### src/rtl/ram_port_ctrl.sv
// Shared 64-bit data-RAM port controller: round-robin between fetch and LSU,
// with read-modify-write for byte/word stores so the RAM sees only dword writes.
//
// Ports:
//   clk, rst                  - clock, synchronous active-high reset
//   if_req/if_addr            - fetch request (read-only port 0)
//   if_ack/if_rdata           - fetch completion pulse, registered doubleword
//   ls_req/ls_we/ls_size      - load/store request, direction, size (00 d,01 b,10 w)
//   ls_addr/ls_wdata          - load/store byte address, right-aligned store data
//   ls_ack/ls_rdata           - load/store completion pulse, registered doubleword
//   ram_we/ram_addr/ram_wdata - RAM write enable, aligned address, full write data
//   ram_rdata                 - RAM combinational read data
module ram_port_ctrl #(
    parameter int ADDR_W = 11
) (
    input  logic              clk,
    input  logic              rst,
    input  logic              if_req,
    input  logic [ADDR_W-1:0] if_addr,
    output logic              if_ack,
    output logic [63:0]       if_rdata,
    input  logic              ls_req,
    input  logic              ls_we,
    input  logic [1:0]        ls_size,
    input  logic [ADDR_W-1:0] ls_addr,
    input  logic [63:0]       ls_wdata,
    output logic              ls_ack,
    output logic [63:0]       ls_rdata,
    output logic              ram_we,
    output logic [ADDR_W-1:0] ram_addr,
    output logic [63:0]       ram_wdata,
    input  logic [63:0]       ram_rdata
);

    localparam int DATA_W = 64;
    localparam logic [1:0] SZ_D = 2'b00;
    localparam logic [1:0] SZ_B = 2'b01;
    localparam logic [1:0] SZ_W = 2'b10;

    typedef enum logic [2:0] {
        IDLE,
        RD,
        WR,
        RMW_RD,
        RMW_WR,
        DONE
    } state_t;

    state_t              state;
    state_t              state_nx;
    logic                last;
    logic                port_q;
    logic [1:0]          size_q;
    logic [ADDR_W-1:0]   addr_q;
    logic [DATA_W-1:0]   wdata_q;
    logic [DATA_W-1:0]   merge_q;
    logic [DATA_W-1:0]   merged;
    logic                req_any;
    logic                grant_ls;

    // Port 1 wins when it alone requests, or on a tie when fetch went last.
    always_comb begin
        req_any  = if_req | ls_req;
        grant_ls = (if_req & ls_req) ? ~last : ls_req;
    end

    always_comb begin
        state_nx = state;
        unique case (state)
            IDLE: begin
                if (req_any) begin
                    if (!grant_ls || !ls_we) begin
                        state_nx = RD;
                    end else begin
                        unique case (ls_size)
                            SZ_D:    state_nx = WR;
                            SZ_B:    state_nx = RMW_RD;
                            SZ_W:    state_nx = RMW_RD;
                            default: state_nx = DONE;
                        endcase
                    end
                end
            end
            RD:      state_nx = DONE;
            WR:      state_nx = DONE;
            RMW_RD:  state_nx = RMW_WR;
            RMW_WR:  state_nx = DONE;
            DONE:    state_nx = IDLE;
            default: state_nx = IDLE;
        endcase
    end

    always_ff @(posedge clk) begin
        if (rst) begin
            state    <= IDLE;
            last     <= 1'b1;
            port_q   <= 1'b0;
            size_q   <= '0;
            addr_q   <= '0;
            wdata_q  <= '0;
            merge_q  <= '0;
            if_rdata <= '0;
            ls_rdata <= '0;
        end else begin
            state <= state_nx;
            if (state == IDLE && req_any) begin
                port_q  <= grant_ls;
                last    <= grant_ls;
                addr_q  <= grant_ls ? ls_addr : if_addr;
                size_q  <= grant_ls ? ls_size : SZ_D;
                wdata_q <= grant_ls ? ls_wdata : '0;
            end
            if (state == RD) begin
                if (port_q) ls_rdata <= ram_rdata;
                else        if_rdata <= ram_rdata;
            end
            if (state == RMW_RD) merge_q <= ram_rdata;
        end
    end

    // Lane replacement on the doubleword captured in RMW_RD.
    always_comb begin
        merged = merge_q;
        if (size_q == SZ_B) begin
            merged[{addr_q[2:0], 3'b000} +: 8] = wdata_q[7:0];
        end else begin
            merged[{addr_q[2], 5'b00000} +: 32] = wdata_q[31:0];
        end
    end

    // RAM pins depend only on state and latched fields.
    always_comb begin
        ram_we    = 1'b0;
        ram_wdata = '0;
        ram_addr  = {addr_q[ADDR_W-1:3], 3'b000};
        if_ack    = 1'b0;
        ls_ack    = 1'b0;
        unique case (state)
            WR: begin
                ram_we    = 1'b1;
                ram_wdata = wdata_q;
            end
            RMW_WR: begin
                ram_we    = 1'b1;
                ram_wdata = merged;
            end
            DONE: begin
                if_ack = ~port_q;
                ls_ack = port_q;
            end
            default: ;
        endcase
    end

endmodule
### config.mk
export PLATFORM = sky130hd
export DESIGN_NAME = ram_port_ctrl
export DESIGN_NICKNAME = d
export VERILOG_FILES = /design/src/rtl/ram_port_ctrl.sv
export SDC_FILE = /design/constraint.sdc
export NUM_CORES = 1
export LEC_CHECK = 0
export CAP_MARGIN = 20
export CELL_PAD_IN_SITES_DETAIL_PLACEMENT = 1
export CELL_PAD_IN_SITES_GLOBAL_PLACEMENT = 1
export CORE_ASPECT_RATIO = 0.9
export CORE_UTILIZATION = 33
export CTS_CLUSTER_DIAMETER = 30
export DETAILED_ROUTE_END_ITERATION = 7
export GPL_ROUTABILITY_DRIVEN = 0
export MAX_ROUTING_LAYER = met4
export PLACE_DENSITY = 0.78
export SYNTH_ARGS = -nofsm -noshare
export SYNTH_HDL_FRONTEND = slang
export SYNTH_SLANG_ARGS = --single-unit
### constraint.sdc
create_clock -name clk -period 2.95 [get_ports clk]
set_clock_uncertainty 0.05 [all_clocks]
set_input_delay 0.59 -clock clk [delete_from_list [all_inputs] [get_ports clk]]
set_output_delay 0.59 -clock clk [all_outputs]
set_load 0.01 [all_outputs]
==> reports/results.ini <==
[run_status]
outcome=finished, violations left
violations=negative setup slack

[clock_network]
clock_sinks=274
clockBufferDepth=3
clock_latency_ps=550
path_clk_slew_ps=50
cts.hold.buffers_added=0
h-tree-depth=3
cts_tree=built
cts_root_buf=clkbuf_16
cts-buffers-inserted=66

[hold_path]
hold_start=wdata_q[33]
holdPathStages=2
min_to=wdata_q[33]
hp-class=reg -> reg

[place]
dp_cells=2284
post_dp_cell_area_um2=15900
port_buffers=359
place_hpwl_um=37000

[yosys]
syn_area_per_cell_um2=7.60
synth_area_um2=11600
synth_warnings=0
synthDistinctLibCells=52
ys_ff_latch=274
netlist_instances=1521
ys_seq_area_frac=0.475

[layout]
nFillCells=4045
nNetsFinal=2081
finalInstanceArea_um2=18800
drive_above_1_share=0.192
area_growth_pct=62.6
utilization=0.548
ff_latch_area_um2=5490
final_cells=2436
multiInputGateArea_um2=5870

[critical_path]
crit_buf_inv=5
regToRegSetupSlack_ps=690
crit_required_ps=2310
cpMaxStageDelayCell=dfxtp_2
cp_top_family=buffers and inverters
cp-start-kind=flop
end_kind=output port
worst-endpoint-arrival_ps=2590
reg2reg_depth=6
reg2reg_to=wdata_q[5]
path_common_cell=ha_4
max_stage_delay_ps=330
r2r_start=state[2]
crit_type=reg -> out
worstPathCellList=inv_2 -> ha_4 -> ha_4 -> buf_6 -> nor4_4 -> a21oi_2 -> buf_4 -> o21a_1 -> buf_12 -> a22o_1 -> buf_2
cp_max_fo=8

[floorplan]
fp.dieW_um=199
initial_core_util=0.337
dieArea_um2=35800
die_y_um=180
io-pin-count=363
rows=64
design.core.area_um2=34300

[route]
first_pass_iters=4
vias=13053
drcViolationCount=0
wl_met3_um=4370
top_layer=met4
wire_per_inst_um=22.8
m1WireLength_um=23100
totalWireLength_um=55600
detail-route-antenna-nets=0
vias_per_cell=5.36
route.met2.wl_um=26200
drt_iter0_drc=828

[flow_run]
cap_violations=0

[global_route]
grt_pass1_wl_um=81800
grt_pass1_vias=13512
grtUsageTotal=0.309
grt_start_max_net_pins=122
grt_antenna_before_repair=2
overflow=0

[pwr]
max-vdd-ir-drop_mv=0.720
pwr_density_cell_nw_per_um2=733
leakage_uw=0.00675

[timing]
timing.final.ws_setup_ps=-281
relSlewSlack=0.426
fmax_ghz=0.310
setup_viol=62
whs_ps=404
tightest_slew_ps=859
layout_min_cycle_time_ps=3230
min_period_over_period=1.10
rsz0062_at_grt=yes
drv_slew=0
finalHoldViolCount=0

registers in the layout, indices dropped and copies added, names as in the netlist:
register,count
state,3
merge_q,64
size_q,2
addr_q,11
wdata_q,64
last,1
ls_rdata,64
if_rdata,64
port_q,1
worst max-delay path by stage:
stage	from	slack [ps]	depth (start not counted)	endpoint
2_1_floorplan	addr_q[0]	280	7	ram_wdata[51]
3_3_place_gp	addr_q[0]	-170	9	ram_wdata[51]
3_5_place_dp	addr_q[0]	-260	9	ram_wdata[17]
4_1_cts	addr_q[1]	-280	9	ram_wdata[20]
5_1_grt	addr_q[0]	-360	11	ram_wdata[2]
6_report	addr_q[0]	-280	11	ram_wdata[2]
final cells by class:
cell class / instances / share of cell area
multi-input combinational: 1096 / 0.312
sequential: 274 / 0.292
timing repair buffer: 469 / 0.236
clock buffer: 83 / 0.0989
tap: 462 / 0.0308
clock inverter: 36 / 0.0268
inverter: 14 / 0.00280
antenna: 2 / 0.000266
cells in the final DEF (no fill, tap or decap), drive strengths merged, types with 32 or more instances in the layout:
master / synthesis / final
a21oi: 271 / 271
o221ai: 32 / 32
nand2: 501 / 501
dfxtp: 274 / 274
nor2: 55 / 55
clkdlybuf4s50: 0 / 294
buf: 75 / 168
nand3: 68 / 68
o21ai: 59 / 59
clkbuf: 64 / 90
report_power, final:
group	internal, uW	switching, uW
clock	5400	2310
combinational	916	1150
sequential	3880	113
total	10200	3570
cells in the mapped netlist (all sizes together):
library cell  count  share of area
nor4b             1        0.00076
and3              1        0.00054
nand4bb           2         0.0019
nand2b            3         0.0016
nor3b             2         0.0017
buf              75          0.038
nor2b             1        0.00054
conb              1        0.00032
and2b             1        0.00065
nand4             1        0.00054
nor3              2         0.0023
nand2           501           0.16
clkbuf           64          0.021
a22o              8         0.0061
inv              14         0.0045
mux2i            27          0.023
a211oi           11         0.0071
o22ai             5         0.0032
o221ai           32          0.024
nor2             55          0.018
ha                3         0.0032
a2111oi           1         0.0013
or3b              2         0.0017
o21a              2         0.0013
and2              1        0.00054
a32oi            16          0.012
nand3b            1        0.00065
nor4              2         0.0024
nand4b            1        0.00076
or3               1        0.00054
nand3            68          0.029
o31ai             2         0.0025
a31oi             2         0.0011
or2               6         0.0032
and3b             2         0.0015
o21ai            59          0.026
dfxtp           274           0.47
a21oi           271           0.12
metrics by stage:
stage | worst slack [ps] | power (uW) | setup TNS (ps)
after floorplan | 282 | 4870 | 0
after global placement | -174 | 5790 | -4870
after detailed placement | -260 | 5840 | -9440
after CTS | -279 | 13700 | -10910
after global routing | -359 | 14200 | -15480
final | -281 | 13800 | -9960
worst reg2reg max path, cell delays in order (launching register included):
cell and delay, ps:
dfxtp_1 320, buf_4 190, nor3_2 400, o21a_4 560, buf_4 330, nand3_1 170, a21oi_1 180
cells by family after synthesis:
kind of cell / after synthesis / synth area share
fa+ha+maj: 3 / 0.00325
simple gates: 654 / 0.232
mux: 27 / 0.0234
compound gates: 409 / 0.203
other cells: 1 / 0.000324
flops: 274 / 0.475
buf+inv: 153 / 0.0632
per-layer routing:
metal  up-vias  global-route usage
met3       121              0.0841
met4         0               0.112
met1      6465               0.368
met5         -                   -
li1       5955                   -
met2       512               0.495
what timing repair did:
item / 4_1_cts / 5_1_grt
buffers inserted: 15 / 16
endpoints found under the setup margin: 64 / 64
gates resized for setup: 250 / 129
pin swaps: 29 / 27
endpoints found under the hold margin: 0 / 0
Power figures use the tool's default switching activity.
==> edit 1: new RTL, same flow settings <==
Re-encode `state_t` (6 states) as one-hot, 6 bits wide.
--- a/src/rtl/ram_port_ctrl.sv
+++ b/src/rtl/ram_port_ctrl.sv
@@ -37,13 +37,13 @@
     localparam logic [1:0] SZ_B = 2'b01;
     localparam logic [1:0] SZ_W = 2'b10;
 
-    typedef enum logic [2:0] {
-        IDLE,
-        RD,
-        WR,
-        RMW_RD,
-        RMW_WR,
-        DONE
+    typedef enum logic [5:0] {
+        IDLE   = 6'b000001,
+        RD     = 6'b000010,
+        WR     = 6'b000100,
+        RMW_RD = 6'b001000,
+        RMW_WR = 6'b010000,
+        DONE   = 6'b100000
     } state_t;
 
     state_t              state;
Formal check against the unedited RTL: same outputs for any inputs over 4 cycles, from zero or initial values and one cycle with rst high; so few cycles prove little.
==> edit 1 against the original RTL <==
  * The flow still finishes with violations (negative setup slack)
  * Critical path depth shrank 1
  * Largest cell class unchanged
  * Power fell by 2.9%
  * Sequential cell count grew 3
  * Critical endpoint is now ram_wdata[55]
  * Area after synthesis is 2.7% higher
  * Register-to-register slack worse by 0.33 ns
  * Sequential share of layout area is 0.45 points lower
  * Worst setup slack got worse by 0.15 ns
  * Routed wire length is 1.4% lower
  * Clock power is 4.4% lower
  * Design area increased by 2.7%
==> edit 1: results (changes against the original RTL) <==
Worst setup path
  • Worst r2r dst: wdata_q[47] (was wdata_q[5])
  • Worst Setup SP: addr_q[1] (was addr_q[0])
  • Largest delay contributor family on the critical path: simple AND/OR/NAND/NOR gates (was buffers and inverters)
  • Worst reg2reg path depth: 7 (was 6)
  • End of the critical path: ram_wdata[55] (was ram_wdata[2])
  • R2R setup slack: 0.36 ns (was 0.69 ns)
  • Critical-path top delay cell: or3b_4 (was dfxtp_2)

Timing
  • Total negative setup slack: -18.83 ns (was -9.96 ns)
  • Worst-Margin Slew: 0.804 ns (was 0.859 ns)
  • Post-route setup slack: -0.430 ns (was -0.281 ns)
  • Final setup viols: 64 (was 62)

Synth
  • Library cells used by synthesis: 53 (was 52)
  • Seq/Total Area, Yosys: 46.7% (was 47.5%)
  • Cells after synthesis: 1,452 (was 1,521)
  • Post-synth top cells: 429 x nand2_1, 277 x dfxtp_1, 194 x a21oi_1 (was 501 x nand2_1, 274 x dfxtp_1, 269 x a21oi_1)

Placement
  • DP Wirelength: 37,200 um (was 37,000 um)
  • Post-Place Cells: 2,235 (was 2,284)
  • Dpl cell area: 16,300 um^2 (was 15,900 um^2)
  • Place WS: -0.367 ns (was -0.260 ns)

Pwr
  • Leak: 6.95 nW (was 6.75 nW)
  • Clock power share: 55.1% (was 56.0%)
  • Sw power: 3.61 mW (was 3.57 mW)
  • P_seq: 4.07 mW (was 3.99 mW)
  • Max IR drop VDD: 0.465 mV (was 0.720 mV)

GRT
  • First-pass GRT wire length: 81,300 um (was 81,800 um)
  • Largest net degree at the start of global routing: 80 (was 122)
  • Total global routing track utilization: 29.9% (was 30.9%)

Layout
  • Layout cell share with drive strength beyond 1: 24.8% (was 19.2%)
  • Final cell count without fillers: 2,389 (was 2,436)
  • Nets@finish: 2,027 (was 2,081)

Outcome
  • Outcome: finished, violations left (unchanged)
  • Failing checks: negative setup slack (unchanged)

Min path
  • Hold EP: ls_rdata[16] (was wdata_q[33])
-- edit 1: logic make-up after synthesis --
logic type / after synthesis / synth area share [%]
AO/OA/AOI/OAI: 387 / 23.0
adder cells (fa/ha/maj): 5 / 0.527
buffers and inverters: 150 / 6.11
flip-flops: 277 / 46.7
multiplexers: 27 / 2.36
other: 1 / 0.0316
AND/OR/NAND/NOR: 605 / 21.3
-- edit 1: layout make-up --
type	count	area, um^2
inverter	13	48.8
clock buffer	99	2010
multi-input combinational	1027	6300
sequential	277	5550
antenna	2	5.00
timing repair buffer	478	4500
fill	3999	15900
tap	469	587
clock inverter	24	288
-- edit 1: layer usage --
| metal | share of wire [%] | GRT usage (%) |
|---|---|---|
| met1 | 42 | 35.6 |
| met3 | 7.2 | 7.93 |
| met2 | 47 | 47.0 |
| met5 | 0 | - |
| met4 | 3.9 | 13.6 |
-- edit 1: what timing repair did --
item                                    CTS  global route
setup buffers                            14            16
pin swaps                                34            56
resized for setup                       394           103
endpoints found under the setup margin   67            66
gates cloned                              1             1
==> edit 2: new RTL, same flow settings <==
Made on the original files. The parameter `ADDR_W` goes from 11 to 10.
--- a/src/rtl/ram_port_ctrl.sv
+++ b/src/rtl/ram_port_ctrl.sv
@@ -11,7 +11,7 @@
 //   ram_we/ram_addr/ram_wdata - RAM write enable, aligned address, full write data
 //   ram_rdata                 - RAM combinational read data
 module ram_port_ctrl #(
-    parameter int ADDR_W = 11
+    parameter int ADDR_W = 10
 ) (
     input  logic              clk,
     input  logic              rst,
Interface: changed (resized if_addr, ls_addr and ram_addr); port bits go from 363 to 360. The function was not compared with the original's and may differ.
==> edit 2 against the original RTL <==
  * The flow still finishes with violations (negative setup slack)
  * Design area is 2.9% lower
  * Maximum frequency increased by 0.59%
  * Routed wire length down 5.7%
  * Critical path type unchanged
  * Power down 2.2%
  * Synthesized cell count down 4.2%
  * Die area decreased by 1.6%
  * Non-clock buffer count down 33
  * Worst setup slack gained 0.019 ns
  * Area after synthesis down 1.6%
  * Global-route usage down 1.1 points
  * Sequential cell count shrank 1
==> edit 2: results (changes against the original RTL) <==
Timing
  • Post-route setup slack: -0.262 ns (was -0.281 ns)
  • Total negative setup slack: -9.68 ns (was -9.96 ns)
  • Final setup viols: 64 (was 62)
  • Max-slew headroom: 45.1% (was 42.6%)

Clock tree
  • CTS root buf: clkbuf_16 (unchanged)
  • Clock latency on the worst-skew pair: 0.57 ns (was 0.55 ns)
  • H-tree Lvls: 2 (was 3)
  • CTS Buffer Depth: 3 (unchanged)
  • Total CTS buffers: 60 (was 66)
  • Clock Pin Slew Worst Setup and Hold Paths: 0.05 ns (about the same)

Layout
  • Final cell count without fillers: 2,336 (was 2,436)
  • Layout cell share with drive strength beyond 1: 18.0% (was 19.2%)
  • Nets@finish: 1,980 (was 2,081)

Detailed routing
  • Avg Vias per Cell: 5.35 (was 5.36)
  • Starting DRC count in detailed routing: 585 (was 828)
  • Total Routed Length: 52,500 um (was 55,600 um)
  • Pre-antenna DRT Iters: 4 (unchanged)

Pwr
  • P per Cell Area: 738 nW/um^2 (was 733 nW/um^2)
  • Comb pwr share: 17.0% (was 15.0%)
  • P_seq: 4.07 mW (was 3.99 mW)
  • Sw power: 3.57 mW (about the same)
  • Leak: 6.52 nW (was 6.75 nW)
  • Max IR drop VDD: 0.719 mV (was 0.720 mV)

Worst setup path
  • WP data arrival: 2.57 ns (was 2.59 ns)
  • Critical path peak fanout: 6 (was 8)
  • Worst reg2reg path depth: 6 (unchanged)

Synth
  • Synth warn: 0 (unchanged)
  • Library cells used by synthesis: 52 (unchanged)
  • Seq/Total Area, Yosys: 48.1% (was 47.5%)
  • Post-synth top cells: 441 x nand2_1, 273 x dfxtp_1, 206 x a21oi_1 (was 501 x nand2_1, 274 x dfxtp_1, 269 x a21oi_1)
  • Share of flip-flops with an asynchronous set or reset: 0% (unchanged)
  • Dominant cells by area after synthesis: dfxtp_1 48%, nand2_1 15%, a21oi_1 9.1% (was dfxtp_1 47%, nand2_1 16%, a21oi_1 12%)
  • Syn_area_per_cell: 7.81 um^2 (was 7.60 um^2)
  • Top-area cell type share of the netlist area: 48.1% (was 47.5%)

GRT
  • Vias in the first global route: 13,034 (was 13,512)
  • First-pass GRT wire length: 77,700 um (was 81,800 um)
  • Number of antenna violations at the first check in global routing: 6 (was 2)
  • Largest net degree at the start of global routing: 75 (was 122)
  • Total global routing track utilization: 29.9% (was 30.9%)

Min path
  • Worst Hold Depth: 2 (unchanged)
  • HP Class: in2reg (was reg2reg)

Outcome
  • Outcome: finished, violations left (unchanged)
  • Failing checks: negative setup slack (unchanged)

Placement
  • Dpl cell area: 15,600 um^2 (was 15,900 um^2)
  • Place WS: -0.297 ns (was -0.260 ns)
  • DP Wirelength: 35,700 um (was 37,000 um)
  • Post-Place Cells: 2,204 (was 2,284)
  • # port buffers: 356 (was 359)
[edit 2: cells by family after synthesis]
kind of cell | after synthesis | share of synthesized area (%)
AO/OA/AOI/OAI | 397 | 21.5
adder cells (fa/ha/maj) | 3 | 0.330
buffers and inverters | 146 | 5.81
flip-flops | 273 | 48.1
multiplexers | 26 | 2.29
other | 1 | 0.0330
AND/OR/NAND/NOR | 611 | 22.0
[edit 2: worst max-delay path, cell delays in order, from the launching register on]
cell	delay, ns
dfxtp_2	0.33
inv_2	0.04
ha_4	0.18
ha_4	0.25
buf_4	0.15
nor4_4	0.32
buf_6	0.18
buf_12	0.10
buf_4	0.10
nor3_2	0.03
o21ai_2	0.16
buf_2	0.16
[edit 2: worst paths after layout]
path | start | endpoint | slack [ns]
hold / removal | rst | wdata_q[36] | 0.40
hold reg to reg | if_rdata[54] | if_rdata[54] | 0.40
setup / recovery | addr_q[0] | ram_wdata[59] | -0.26
setup reg to reg | state[1] | if_rdata[15] | 0.70
[edit 2: layout make-up]
type                            count  area [um^2]
Tap cell                          462          578
Antenna cell                        6         15.0
Fill cell                        3939        15700
Clock inverter                     28          450
Timing Repair Buffer              436         4200
Inverter                           11         41.3
Clock buffer                       80         1710
Sequential cell                   273         5470
Multi-Input combinational cell   1040         5780
[edit 2: repair_timing]
item                       4_1_cts  5_1_grt
resized for setup              392       35
pin swaps                       53       31
setup buffers                   14        4
gates cloned                     0        1
setup endpoints to repair       64       64
hold buffers                     0        0
[edit 2: layer usage]
layer | track usage (%) | vias to the layer above | part of all wire [%]
li1 | - | 5729 | -
met5 | - | - | 0
met4 | 11.5 | 0 | 3.8
met1 | 35.2 | 6136 | 41
met2 | 48.6 | 503 | 47
met3 | 8.00 | 130 | 8.3
